[src/rtl/npc_mem_pkg.sv]
// Shared encodings for the core memory-port arbiter: FSM states, owner ids
// and the default response watchdog limit.
package npc_mem_pkg;

    typedef enum logic [1:0] {
        IDLE = 2'd0,
        REQ  = 2'd1,
        WAIT = 2'd2
    } state_e;

    typedef enum logic {
        OWN_IFU = 1'b0,
        OWN_LSU = 1'b1
    } owner_e;

    localparam int DEFAULT_TIMEOUT = 255;

endpackage

[src/rtl/mem_rr_pick.sv]
// Two-way round-robin grant between fetch and load/store. On a tie the
// requester that did not own the previous transaction wins.
module mem_rr_pick
    import npc_mem_pkg::*;
(
    input  logic ifu_valid_i,
    input  logic lsu_valid_i,
    input  logic last_owner_i,
    output logic gnt_ifu_o,
    output logic gnt_lsu_o
);

    assign gnt_ifu_o = ifu_valid_i && (!lsu_valid_i || (last_owner_i == OWN_LSU));
    assign gnt_lsu_o = lsu_valid_i && (!ifu_valid_i || (last_owner_i == OWN_IFU));

endmodule

[src/rtl/mem_arbiter.sv]
// Shares the core memory port between fetch and load/store, one transaction
// in flight at a time, with a watchdog that turns a hung response into an error.
module mem_arbiter
    import npc_mem_pkg::*;
#(
    parameter int ADDR_W  = 32,
    parameter int DATA_W  = 32,
    parameter int TIMEOUT = DEFAULT_TIMEOUT
) (
    input  logic                clk,
    input  logic                rst,
    input  logic                ifu_req_valid,
    output logic                ifu_req_ready,
    input  logic [ADDR_W-1:0]   ifu_addr,
    output logic                ifu_resp_valid,
    output logic [DATA_W-1:0]   ifu_rdata,
    output logic                ifu_resp_err,
    input  logic                lsu_req_valid,
    output logic                lsu_req_ready,
    input  logic [ADDR_W-1:0]   lsu_addr,
    input  logic                lsu_wen,
    input  logic [DATA_W-1:0]   lsu_wdata,
    input  logic [DATA_W/8-1:0] lsu_wmask,
    output logic                lsu_resp_valid,
    output logic [DATA_W-1:0]   lsu_rdata,
    output logic                lsu_resp_err,
    output logic                mem_req_valid,
    input  logic                mem_req_ready,
    output logic [ADDR_W-1:0]   mem_addr,
    output logic                mem_wen,
    output logic [DATA_W-1:0]   mem_wdata,
    output logic [DATA_W/8-1:0] mem_wmask,
    input  logic                mem_resp_valid,
    input  logic [DATA_W-1:0]   mem_rdata
);

    localparam int               MASK_W  = DATA_W / 8;
    localparam int               CNT_W   = $clog2(TIMEOUT + 1);
    localparam logic [CNT_W-1:0] CNT_MAX = CNT_W'(TIMEOUT);

    state_e              state_q, state_d;
    owner_e              owner_q, owner_d;
    owner_e              last_q, last_d;
    logic [ADDR_W-1:0]   addr_q, addr_d;
    logic                wen_q, wen_d;
    logic [DATA_W-1:0]   wdata_q, wdata_d;
    logic [MASK_W-1:0]   wmask_q, wmask_d;
    logic [CNT_W-1:0]    cnt_q, cnt_d;
    logic                resp_vld_q, resp_vld_d;
    logic                resp_err_q, resp_err_d;
    logic [DATA_W-1:0]   rdata_q, rdata_d;
    logic                gnt_ifu, gnt_lsu;

    mem_rr_pick u_pick (
        .ifu_valid_i  (ifu_req_valid),
        .lsu_valid_i  (lsu_req_valid),
        .last_owner_i (last_q),
        .gnt_ifu_o    (gnt_ifu),
        .gnt_lsu_o    (gnt_lsu)
    );

    always_ff @(posedge clk or posedge rst) begin
        if (rst) begin
            state_q    <= IDLE;
            owner_q    <= OWN_IFU;
            last_q     <= OWN_LSU;
            addr_q     <= '0;
            wen_q      <= 1'b0;
            wdata_q    <= '0;
            wmask_q    <= '0;
            cnt_q      <= '0;
            resp_vld_q <= 1'b0;
            resp_err_q <= 1'b0;
            rdata_q    <= '0;
        end else begin
            state_q    <= state_d;
            owner_q    <= owner_d;
            last_q     <= last_d;
            addr_q     <= addr_d;
            wen_q      <= wen_d;
            wdata_q    <= wdata_d;
            wmask_q    <= wmask_d;
            cnt_q      <= cnt_d;
            resp_vld_q <= resp_vld_d;
            resp_err_q <= resp_err_d;
            rdata_q    <= rdata_d;
        end
    end

    always_comb begin
        state_d       = state_q;
        owner_d       = owner_q;
        last_d        = last_q;
        addr_d        = addr_q;
        wen_d         = wen_q;
        wdata_d       = wdata_q;
        wmask_d       = wmask_q;
        cnt_d         = cnt_q;
        resp_vld_d    = 1'b0;
        resp_err_d    = 1'b0;
        rdata_d       = '0;
        ifu_req_ready = 1'b0;
        lsu_req_ready = 1'b0;
        unique case (state_q)
            IDLE: begin
                // Ready is masked while reset is held so it drops asynchronously too.
                ifu_req_ready = gnt_ifu && !rst;
                lsu_req_ready = gnt_lsu && !rst;
                if (gnt_ifu || gnt_lsu) begin
                    state_d = REQ;
                    owner_d = gnt_lsu ? OWN_LSU : OWN_IFU;
                    last_d  = gnt_lsu ? OWN_LSU : OWN_IFU;
                    addr_d  = gnt_lsu ? lsu_addr : ifu_addr;
                    wen_d   = gnt_lsu && lsu_wen;
                    wdata_d = gnt_lsu ? lsu_wdata : '0;
                    wmask_d = gnt_lsu ? lsu_wmask : '0;
                end
            end
            REQ: begin
                if (mem_req_ready) begin
                    state_d = WAIT;
                    cnt_d   = '0;
                end
            end
            WAIT: begin
                // A response arriving on the timeout cycle still wins.
                if (mem_resp_valid) begin
                    state_d    = IDLE;
                    resp_vld_d = 1'b1;
                    rdata_d    = wen_q ? '0 : mem_rdata;
                end else if (cnt_q == CNT_MAX) begin
                    state_d    = IDLE;
                    resp_vld_d = 1'b1;
                    resp_err_d = 1'b1;
                end else begin
                    cnt_d = cnt_q + 1'b1;
                end
            end
            default: state_d = IDLE;
        endcase
    end

    assign mem_req_valid  = (state_q == REQ);
    assign mem_addr       = addr_q;
    assign mem_wen        = wen_q;
    assign mem_wdata      = wdata_q;
    assign mem_wmask      = wmask_q;

    assign ifu_resp_valid = resp_vld_q && (owner_q == OWN_IFU);
    assign ifu_resp_err   = resp_err_q && (owner_q == OWN_IFU);
    assign ifu_rdata      = (owner_q == OWN_IFU) ? rdata_q : '0;
    assign lsu_resp_valid = resp_vld_q && (owner_q == OWN_LSU);
    assign lsu_resp_err   = resp_err_q && (owner_q == OWN_LSU);
    assign lsu_rdata      = (owner_q == OWN_LSU) ? rdata_q : '0;

endmodule
[config.mk]
export PLATFORM = sky130hd
export DESIGN_NAME = mem_arbiter
export DESIGN_NICKNAME = d
export VERILOG_FILES = /design/src/rtl/npc_mem_pkg.sv /design/src/rtl/mem_rr_pick.sv /design/src/rtl/mem_arbiter.sv
export SDC_FILE = /design/constraint.sdc
export NUM_CORES = 1
export LEC_CHECK = 0
export BUFFER_PORTS_ARGS = -buffer_cell sky130_fd_sc_hd__buf_2
export CORE_UTILIZATION = 43
export CTS_BUF_LIST = sky130_fd_sc_hd__clkbuf_16
export CTS_CLUSTER_DIAMETER = 150
export DETAILED_ROUTE_END_ITERATION = 6
export GPL_ROUTABILITY_DRIVEN = 0
export HOLD_SLACK_MARGIN = 0.05
export PLACE_DENSITY = 0.83
export SYNTH_ARGS = -nofsm -noshare
export SYNTH_HDL_FRONTEND = slang
export SYNTH_HIERARCHICAL = 1
export SYNTH_SLANG_ARGS = --single-unit
[constraint.sdc]
create_clock -name clk -period 9.95 [get_ports clk]
set_clock_uncertainty 0.1 [all_clocks]
set_input_delay 0.995 -clock clk [delete_from_list [all_inputs] [get_ports clk]]
set_output_delay 0.995 -clock clk [all_outputs]
set_load 0.005 [all_outputs]
==> results.sh, run 1 <==
export IMPL_total_power_mw=1.94
export IMPL_die_area_mm2=0.0121
export IMPL_finalWirelength_um=12800
export IMPL_cts_tree="done"
export IMPL_ant_nets=0
export IMPL_wire_per_inst_um=14.7
export IMPL_nets=853
export IMPL_post_route_util_pct=61.8
export IMPL_layout_commonest_cell="buf_2"
export IMPL_die_w_um=110
export IMPL_switchingPower_mw=0.619
export IMPL_synthSimpleGateAreaFrac_pct=19.2
export IMPL_pwr_share_seq_pct=38.1
export IMPL_dp_hpwl_um=9620
export IMPL_fmax_mhz=310
export IMPL_hold_buffers=0
export IMPL_grt_total_usage_pct=20.3
export IMPL_synthDistinctLibCells=41
export IMPL_finalSetupViolCount=0
export IMPL_rows=39
export IMPL_post_route_period_util_pct=32.4
export IMPL_end_kind="primary output"
export IMPL_status="completed"
export IMPL_hp_start="mem_addr[23]"
export IMPL_final_cell_mix="278 x buf_2, 114 x dfrtp_1, 67 x and2_1, 39 x nand2_1, 37 x a22o_1"
export IMPL_final_setup_tns_ns=0
export IMPL_power_density_mw_per_mm2=274
export IMPL_synthMuxAreaShare_pct=6.37
export IMPL_leakagePower_nw=3.93
export IMPL_worstMarginPinSlew_ns=0.847
export IMPL_synthToLayoutAreaGrowth_pct=40.4
export IMPL_syn_area_mm2=0.00503
export IMPL_maxCapViolations=0
export IMPL_rsz0062_at_grt="no"
export IMPL_min_period_ns=3.22
export IMPL_path_class="primary input to primary output"
export IMPL_r2r_setup_slack_ns=7.22
export IMPL_start_kind="primary input"
export IMPL_rr_endpoint="mem_addr[16]"
export IMPL_grt_pass1_vias=3824
export IMPL_ys_warn_count=6
export IMPL_clk_pin_slew_ns=0.06
export IMPL_final_hold_violation_count=0
export IMPL_hold_end="mem_addr[23]"
export IMPL_grt_max_degree=70
export IMPL_viasPerCell=4.91
export IMPL_reg2reg_from="last_q"
export IMPL_start_util_pct=44.0
export IMPL_whs_ns=0.375
export IMPL_seq_area_frac_synth_pct=57.3
export IMPL_dp_slack_ns=6.65
export IMPL_p_int_mw=1.32
export IMPL_placed_area_mm2=0.00646
export IMPL_antenna_found_initial=0
export IMPL_synth_nets=583
export IMPL_synth_cells=443
export IMPL_vdd_drop_max_mv=0.156
export IMPL_slew_limit_headroom_pct=43.5
export IMPL_min_path_type="flip-flop to flip-flop"
export IMPL_cts_max_path_buffers=2
export IMPL_cts_buffers=17
export IMPL_avgSynthCellArea_um2=11.3
export IMPL_post_route_cells_drive_above_1_share_pct=44.5
export IMPL_core_area_mm2=0.0114
export IMPL_synthAdderAreaFrac_pct=0.249
export IMPL_dr_pass1_iters=4
export IMPL_synth_seq_cells=115
export IMPL_synth_compound_area_share_pct=12.7
export IMPL_drt_iter0_markers=233
export IMPL_worstHoldPathCells=2
export IMPL_worstPathArrival_ns=2.13
export IMPL_grt_pass1_wl_um=18400
export IMPL_post_cts_buffers=0
export IMPL_vias=4263
export IMPL_cts_root_buf="clkbuf_16"
export IMPL_instances_no_fill=869
export IMPL_p_sw_share_pct=32.0
export IMPL_portBuffers=278
export IMPL_dp_cells=837
export IMPL_combPwrFrac_pct=29.9
export IMPL_crit_required_ns=8.86
export IMPL_clockPowerShare_pct=32.0
export IMPL_synthXorXnorAreaFrac_pct=0
export IMPL_cts_resized=0
export IMPL_die_h_um=110
export IMPL_synthArstFlopShare_pct=100
export IMPL_setup_ws_ns=6.73
export IMPL_r2r_cells=5
export IMPL_numClockSinks=115
export IMPL_synth_top_family_by_area="simple AND/OR/NAND/NOR gates"
export IMPL_diodes=0
export IMPL_h_tree_depth=4
export IMPL_design_area_mm2=0.00706
export IMPL_ioPinCount=279
export IMPL_cp_max_fo=36
export IMPL_synth_edff_count=0
export IMPL_synth_ff_type="dfrtp_1"
export IMPL_insertion_delay_ns=0.40
export IMPL_gr_total_overflow=0
export IMPL_drc=0
export IMPL_slew_violations=0
logic make-up after synthesis:
kind of cell | Yosys count
AOI/OAI and AO/OA | 92
adders and majority gates | 1
muxes | 32
and+or+nand+nor | 167
buffers and inverters | 36
DFF | 115
synthesized netlist by cell type (2+ instances only):
master    count  share of area [%]
a21o_1        2               0.30
a21oi_1       4               0.40
a22o_1       37                6.4
a31oi_1       5               0.62
and2_1       67                8.3
and3_1        3               0.37
buf_2        11                1.1
buf_4         7                1.0
buf_6         5                1.1
clkbuf_1      8               0.60
dfrtp_1     114                 57
inv_1         4               0.30
mux2i_1      32                6.4
nand2_1      39                2.9
nand3_1       3               0.30
nor2_1        5               0.37
nor2b_1      36                4.5
nor3_1        4               0.40
o21ai_0      30                3.0
o21ai_1       6               0.60
registers in the layout, indices dropped and copies added, names as in the netlist:
name        cells
rdata_q        32
owner_q         1
mem_wmask       4
mem_wdata      32
resp_err_q      1
state_q         2
cnt_q           8
mem_addr       32
resp_vld_q      1
mem_wen         1
last_q          1
layout make-up:
class                   count  area [um2]
repair buffers            282        1420
clock buffers              17         425
fillers                   957        4360
inverters                   5        21.3
clock inverters            15         174
flip-flops and latches    115        2880
well taps                 143         179
multi-input cells         292        1960
power by group through the flow:
stage / sequential [mW] / combinational [mW] / clock, mW
5_1_grt: 0.757 / 0.650 / 0.649
6_report: 0.738 / 0.579 / 0.619
3_5_place_dp: 0.740 / 0.591 / 0
2_1_floorplan: 0.735 / 0.345 / 0
3_3_place_gp: 0.734 / 0.560 / 0
4_1_cts: 0.738 / 0.588 / 0.629
critical path, stage by stage:
cell,delay [ns]
buf_2,0.12
a21boi_4,0.14
buf_4,0.49
and3_1,0.24
buf_2,0.11
layer usage:
| metal | global-route usage [%] | wire length [um] | vias to the layer above |
|---|---|---|---|
| met5 | 0 | 0 | - |
| met4 | 9.30 | 148 | 0 |
| met3 | 4.53 | 878 | 9 |
| met2 | 35.8 | 6700 | 204 |
| met1 | 23.4 | 5080 | 1994 |
| li1 | - | - | 2056 |
how the worst max path moves through the flow:
stage,startpoint,to,slack [ns],cells past startpoint
after CTS,ifu_req_valid,lsu_req_ready,6.73,5
after global placement,lsu_req_valid,mem_addr[12],6.78,6
after floorplan,rst,lsu_req_ready,5.05,2
after detailed placement,lsu_req_valid,mem_addr[16],6.65,6
after global routing,ifu_req_valid,lsu_req_ready,6.67,5
final,ifu_req_valid,lsu_req_ready,6.73,5
No activity file was read; power rests on OpenSTA's default activity.
==> inputs of run 2 (changes only) <==
==> constraint.sdc (replaced) <==
create_clock -name clk -period 3.15 [get_ports clk]
set_clock_uncertainty 0.1 [all_clocks]
set_input_delay 0.315 -clock clk [delete_from_list [all_inputs] [get_ports clk]]
set_output_delay 0.315 -clock clk [all_outputs]
set_load 0.005 [all_outputs]
==> run 2 against run 1 <==
  * Critical endpoint unchanged
  * Worst hold slack got worse by 0.32 ns
  * Critical path type is now flip-flop to primary output
  * Via count rose by 7.6%
  * Critical path depth fell by 1
  * Wire length up 10%
==> results.sh, run 2 (synthesis results as in run 1) <==
export IMPL_vias=4587
export IMPL_dp_cells=840
export IMPL_h_tree_depth=4
export IMPL_cp_max_fo=35
export IMPL_placed_area_mm2=0.00651
export IMPL_dr_pass1_iters=4
export IMPL_fmax_mhz=452
export IMPL_instances_no_fill=940
export IMPL_leakagePower_nw=4.23
export IMPL_synthToLayoutAreaGrowth_pct=55.1
export IMPL_min_path_type="primary input to flip-flop"
export IMPL_core_area_mm2=0.0114
export IMPL_viasPerCell=4.88
export IMPL_switchingPower_mw=1.99
export IMPL_die_h_um=110
export IMPL_p_sw_share_pct=31.5
export IMPL_reg2reg_from="last_q"
export IMPL_hold_end="mem_wdata[7]"
export IMPL_rr_endpoint="mem_wdata[12]"
export IMPL_clockPowerShare_pct=32.0
export IMPL_combPwrFrac_pct=31.1
export IMPL_hold_buffers=64
export IMPL_ant_nets=0
export IMPL_final_setup_tns_ns=0
export IMPL_cts_root_buf="clkbuf_16"
export IMPL_start_util_pct=44.0
export IMPL_ioPinCount=279
export IMPL_grt_pass1_vias=4298
export IMPL_post_route_cells_drive_above_1_share_pct=41.0
export IMPL_worstPathArrival_ns=1.80
export IMPL_gr_total_overflow=0
export IMPL_antenna_found_initial=1
export IMPL_vdd_drop_max_mv=0.508
export IMPL_post_route_period_util_pct=70.2
export IMPL_dp_hpwl_um=9600
export IMPL_maxCapViolations=0
export IMPL_cts_tree="done"
export IMPL_nets=922
export IMPL_numClockSinks=115
export IMPL_dp_slack_ns=1.04
export IMPL_r2r_cells=4
export IMPL_drc=0
export IMPL_grt_max_degree=116
export IMPL_layout_commonest_cell="buf_2"
export IMPL_worstMarginPinSlew_ns=0.738
export IMPL_setup_ws_ns=0.938
export IMPL_wire_per_inst_um=15.0
export IMPL_clk_pin_slew_ns=0.05
export IMPL_final_hold_violation_count=0
export IMPL_start_kind="flip-flop"
export IMPL_min_period_ns=2.21
export IMPL_post_cts_buffers=0
export IMPL_cts_max_path_buffers=2
export IMPL_status="completed"
export IMPL_pwr_share_seq_pct=36.9
export IMPL_crit_required_ns=2.73
export IMPL_cts_buffers=17
export IMPL_cts_resized=0
export IMPL_slew_violations=0
export IMPL_die_area_mm2=0.0121
export IMPL_r2r_setup_slack_ns=1.15
export IMPL_portBuffers=278
export IMPL_finalWirelength_um=14100
export IMPL_grt_total_usage_pct=22.7
export IMPL_p_int_mw=4.34
export IMPL_die_w_um=110
export IMPL_slew_limit_headroom_pct=50.6
export IMPL_grt_pass1_wl_um=20500
export IMPL_drt_iter0_markers=174
export IMPL_rows=39
export IMPL_hp_start="lsu_wdata[7]"
export IMPL_n_fill_cell=828
export IMPL_final_cell_mix="278 x buf_2, 114 x dfrtp_1, 67 x and2_1, 66 x dlygate4sd3_1, 39 x nand2_1"
export IMPL_end_kind="primary output"
export IMPL_design_area_mm2=0.00779
export IMPL_finalSetupViolCount=0
export IMPL_path_class="flip-flop to primary output"
export IMPL_insertion_delay_ns=0.40
export IMPL_power_density_mw_per_mm2=812
export IMPL_worstHoldPathCells=2
export IMPL_rsz0062_at_grt="no"
export IMPL_whs_ns=0.0571
run 2: cell types whose count changed in the layout (fill, tap and decap cells not counted), sizes merged:
cell and delta:
clkinv +1, bufinv +1, inv -2, diode +2
dlygate4sd3 +66, buf +3
run 2: cell type report:
type | instances | area [um2] | area share [%]
clock inverters | 15 | 196 | 2.52
diodes | 2 | 5.00 | 0.0642
repair buffers | 351 | 2130 | 27.3
well taps | 143 | 179 | 2.30
multi-input cells | 292 | 1960 | 25.1
clock buffers | 17 | 425 | 5.46
flip-flops and latches | 115 | 2880 | 36.9
inverters | 5 | 22.5 | 0.289
run 2: worst max-delay path by stage:
stage	from	end	slack, ns	cells past startpoint
final	last_q	lsu_req_ready	0.94	4
after global routing	last_q	lsu_req_ready	0.81	4
after CTS	last_q	lsu_req_ready	0.91	4
after detailed placement	ifu_req_valid	mem_wdata[12]	1.04	5
after global placement	ifu_req_valid	mem_wdata[16]	1.15	5
after floorplan	rst	lsu_req_ready	0.25	2
run 2: per-stage QoR:
step           util (%)  power (mW)
6_report           68.3        6.33
2_1_floorplan         -        3.41
3_5_place_dp       57.0        4.25
5_1_grt            68.2        6.71
3_3_place_gp       57.0        4.14
4_1_cts            68.0        6.37
run 2: power groups by stage:
stage | combinational [mW] | clock [mW] | sequential [mW]
3_5_place_dp | 1.92 | 0 | 2.33
6_report | 1.97 | 2.03 | 2.34
2_1_floorplan | 1.09 | 0 | 2.32
3_3_place_gp | 1.83 | 0 | 2.31
4_1_cts | 1.98 | 2.06 | 2.33
5_1_grt | 2.19 | 2.14 | 2.39
run 2: critical path, stage by stage (launching register included):
cell and delay [ns]:
dfstp_2 0.39, a21boi_4 0.17, buf_4 0.49, and3_1 0.24, buf_2 0.11
run 2: routing by layer:
layer	vias to the layer above	global-route usage (%)	share of wire [%]
met5	-	0	0
li1	2193	-	-
met2	206	42.3	53
met4	0	10.8	2.5
met1	2164	23.8	38
met3	24	5.64	6.2
==> inputs of run 3 (changes only) <==
--- a/config.mk
+++ b/config.mk
@@ -5,6 +5,7 @@
 export SDC_FILE = /design/constraint.sdc
 export NUM_CORES = 1
 export LEC_CHECK = 0
+export ABC_AREA = 1
 export BUFFER_PORTS_ARGS = -buffer_cell sky130_fd_sc_hd__buf_2
 export CORE_UTILIZATION = 43
 export CTS_BUF_LIST = sky130_fd_sc_hd__clkbuf_16
@@ -12,7 +13,7 @@
 export DETAILED_ROUTE_END_ITERATION = 6
 export GPL_ROUTABILITY_DRIVEN = 0
 export HOLD_SLACK_MARGIN = 0.05
-export PLACE_DENSITY = 0.83
+export PLACE_DENSITY = 0.82
 export SYNTH_ARGS = -nofsm -noshare
 export SYNTH_HDL_FRONTEND = slang
 export SYNTH_HIERARCHICAL = 1
==> constraint.sdc (replaced) <==
create_clock -name clk -period 2.1 [get_ports clk]
set_clock_uncertainty 0.1 [all_clocks]
set_input_delay 0.21 -clock clk [delete_from_list [all_inputs] [get_ports clk]]
set_output_delay 0.21 -clock clk [all_outputs]
set_load 0.005 [all_outputs]
==> run 3 against run 2 <==
  * Non-clock buffer count is 43 higher
  * Critical path depth is 2 higher
  * Global-route usage is 2.9 points higher
  * Power is 46% higher
  * Clock-buffer cell count stayed put
  * Sequential share of layout area is 3.3 points lower
  * Final cell count is 35% higher
  * Synthesized cell count is 61% higher
  * Core utilization is 2.7 points higher
  * Combinational power is 58% higher
  * Worst hold slack better by 0.0035 ns
  * Die area is 6.3% higher
==> results.sh, run 3 <==
export IMPL_status="completed"
export IMPL_worstPathArrival_ns=2.15
export IMPL_p_sw_share_pct=36.3
export IMPL_synthToLayoutAreaGrowth_pct=60.0
export IMPL_ys_warn_count=6
export IMPL_synthMuxAreaShare_pct=0
export IMPL_clk_pin_slew_ns=0.06
export IMPL_numClockSinks=115
export IMPL_path_class="flip-flop to flip-flop"
export IMPL_crit_required_ns=2.31
export IMPL_synth_compound_area_share_pct=6.99
export IMPL_vdd_drop_max_mv=0.543
export IMPL_synthXorXnorAreaFrac_pct=0.327
export IMPL_layout_commonest_cell="buf_2"
export IMPL_post_route_period_util_pct=92.5
export IMPL_rows=40
export IMPL_dr_pass1_iters=5
export IMPL_yosysMostFrequentCell="nand2_1"
export IMPL_end_kind="flip-flop"
export IMPL_post_route_util_pct=71.0
export IMPL_seq_area_frac_synth_pct=53.8
export IMPL_rsz0062_at_grt="no"
export IMPL_slew_limit_headroom_pct=66.1
export IMPL_start_util_pct=44.3
export IMPL_grt_max_degree=102
export IMPL_dp_slack_ns=0.384
export IMPL_synthAdderAreaFrac_pct=0.234
export IMPL_nets=1229
export IMPL_insertion_delay_ns=0.40
export IMPL_maxCapViolations=0
export IMPL_grt_pass1_vias=5602
export IMPL_register_area_mm2=0.00288
export IMPL_drt_iter0_markers=316
export IMPL_finalSetupViolCount=0
export IMPL_finalWirelength_um=16500
export IMPL_synthArstFlopShare_pct=100
export IMPL_post_route_cells_drive_above_1_share_pct=29.9
export IMPL_die_area_mm2=0.0129
export IMPL_avgSynthCellArea_um2=7.50
export IMPL_leakagePower_nw=5.11
export IMPL_p_int_mw=5.87
export IMPL_cts_root_buf="clkbuf_16"
export IMPL_setup_ws_ns=0.158
export IMPL_synth_ff_type="dfrtp_1"
export IMPL_synthTopCellsByCount="209 x nand2_1, 144 x inv_1, 114 x dfrtp_1"
export IMPL_portBuffers=278
export IMPL_synthSimpleGateAreaFrac_pct=25.2
export IMPL_synth_nets=853
export IMPL_die_h_um=114
export IMPL_multi_input_area_mm2=0.00176
export IMPL_drc=0
export IMPL_viasPerCell=4.58
export IMPL_synth_seq_cells=115
export IMPL_fmax_mhz=515
export IMPL_diodes=0
export IMPL_min_path_type="primary input to flip-flop"
export IMPL_worstMarginPinSlew_ns=0.509
export IMPL_dp_hpwl_um=10000
export IMPL_cts_tree="done"
export IMPL_grt_total_usage_pct=25.6
export IMPL_clockPowerShare_pct=29.3
export IMPL_grt_pass1_wl_um=25900
export IMPL_core_area_mm2=0.0121
export IMPL_syn_area_mm2=0.00535
export IMPL_cts_buffers=17
export IMPL_synth_top_family_by_area="simple AND/OR/NAND/NOR gates"
export IMPL_antenna_found_initial=0
export IMPL_ant_nets=0
export IMPL_die_w_um=114
export IMPL_placed_area_mm2=0.00693
export IMPL_min_period_ns=1.94
export IMPL_final_cell_mix="278 x buf_2, 209 x nand2_1, 143 x inv_1, 113 x dfrtp_1, 105 x dlygate4sd3_1"
export IMPL_final_setup_tns_ns=0
export IMPL_power_density_mw_per_mm2=1080
export IMPL_cts_max_path_buffers=2
export IMPL_vias=5821
export IMPL_start_kind="flip-flop"
export IMPL_switchingPower_mw=3.35
export IMPL_ioPinCount=279
export IMPL_n_fill_cell=885
export IMPL_combPwrFrac_pct=33.9
export IMPL_final_hold_violation_count=0
export IMPL_gr_total_overflow=0
export IMPL_synth_cells=713
export IMPL_cp_max_fo=51
export IMPL_wire_per_inst_um=13.0
export IMPL_pwr_share_seq_pct=36.8
export IMPL_synth_top_area_share_pct=53.3
export IMPL_post_cts_buffers=0
export IMPL_synth_edff_count=0
export IMPL_yosys_top_cells_area="dfrtp_1 53%, nand2_1 15%, inv_1 10%"
export IMPL_slew_violations=0
export IMPL_synth_top_cell_by_area="dfrtp_1"
export IMPL_synthDistinctLibCells=23
export IMPL_whs_ns=0.0606
export IMPL_h_tree_depth=4
export IMPL_design_area_mm2=0.00856
==> run 3: cell types whose count changed in the layout (fill, tap and decap cells not counted), moves of 32 or more <==
cell	delta
a22o_1	-37
and2_1	-67
dlygate4sd3_1	+39
inv_1	+138
mux2i_1	-32
nand2_1	+170
nand3_1	+43
nor2_1	+75
nor2b_1	-36
==> run 3: worst max-delay path, stage by stage, from the launching register on <==
cell	delay, ns
dfstp_2	0.56
a21boi_4	0.08
clkbuf_16	0.22
nand2_1	0.09
o21ai_0	0.06
dlygate4sd3_1	0.55
o21ai_0	0.18
==> run 3: per-stage QoR <==
stage	power, mW	instances
final	9.22	1270
after floorplan	5.03	713
after CTS	9.21	1269
after global placement	6.20	1132
after global routing	9.84	1270
after detailed placement	6.31	1132
==> run 3: layer usage <==
layer	vias up	track usage, %	routed length (um)
met2	250	46.4	8650
met5	-	0	0
met1	2653	28.3	6230
li1	2860	-	-
met3	58	5.37	978
met4	0	13.4	680
==> run 3: what timing repair did <==
item                                    4_1_cts  5_1_grt
endpoints found under the hold margin       214        0
resized for setup                             0        1
endpoints found under the setup margin        0        1
hold buffers                                105        0
==> run 3: final timing paths <==
path,end,startpoint,depth (start not counted),slack [ns]
max,mem_addr[31],last_q,6,0.16
min reg2reg,mem_wdata[13],mem_wdata[13],2,0.37
max in group asynchronous,owner_q,rst,4,1.07
max reg2reg,mem_addr[31],last_q,6,0.16
min in group asynchronous,resp_err_q,rst,4,0.39
min,mem_addr[29],ifu_addr[29],3,0.06
==> run 3: cells by family (layout without fill, tap and decap cells) <==
family / count (synthesis) / after routing
AOI/OAI and AO/OA: 72 / 72
adders and majority gates: 1 / 1
and+or+nand+nor: 340 / 340
xor gates and xnor gates: 2 / 2
DFF: 115 / 115
buffers and inverters: 183 / 572
==> run 3: power groups by stage <==
stage / Clock (mW) / Sequential, mW / Combinational, mW
2_1_floorplan: 0 / 3.34 / 1.69
3_3_place_gp: 0 / 3.40 / 2.81
3_5_place_dp: 0 / 3.40 / 2.91
4_1_cts: 2.75 / 3.38 / 3.08
5_1_grt: 2.86 / 3.47 / 3.51
6_report: 2.71 / 3.40 / 3.12
==> run 3: layout make-up <==
type                            instances  share of cell area, %
Multi-Input combinational cell        415                   20.6
Sequential cell                       115                   33.7
Tap cell                              168                   2.46
Inverter                              146                   6.45
Clock inverter                         15                   1.56
Timing Repair Buffer                  394                   30.3
Clock buffer                           17                   4.97
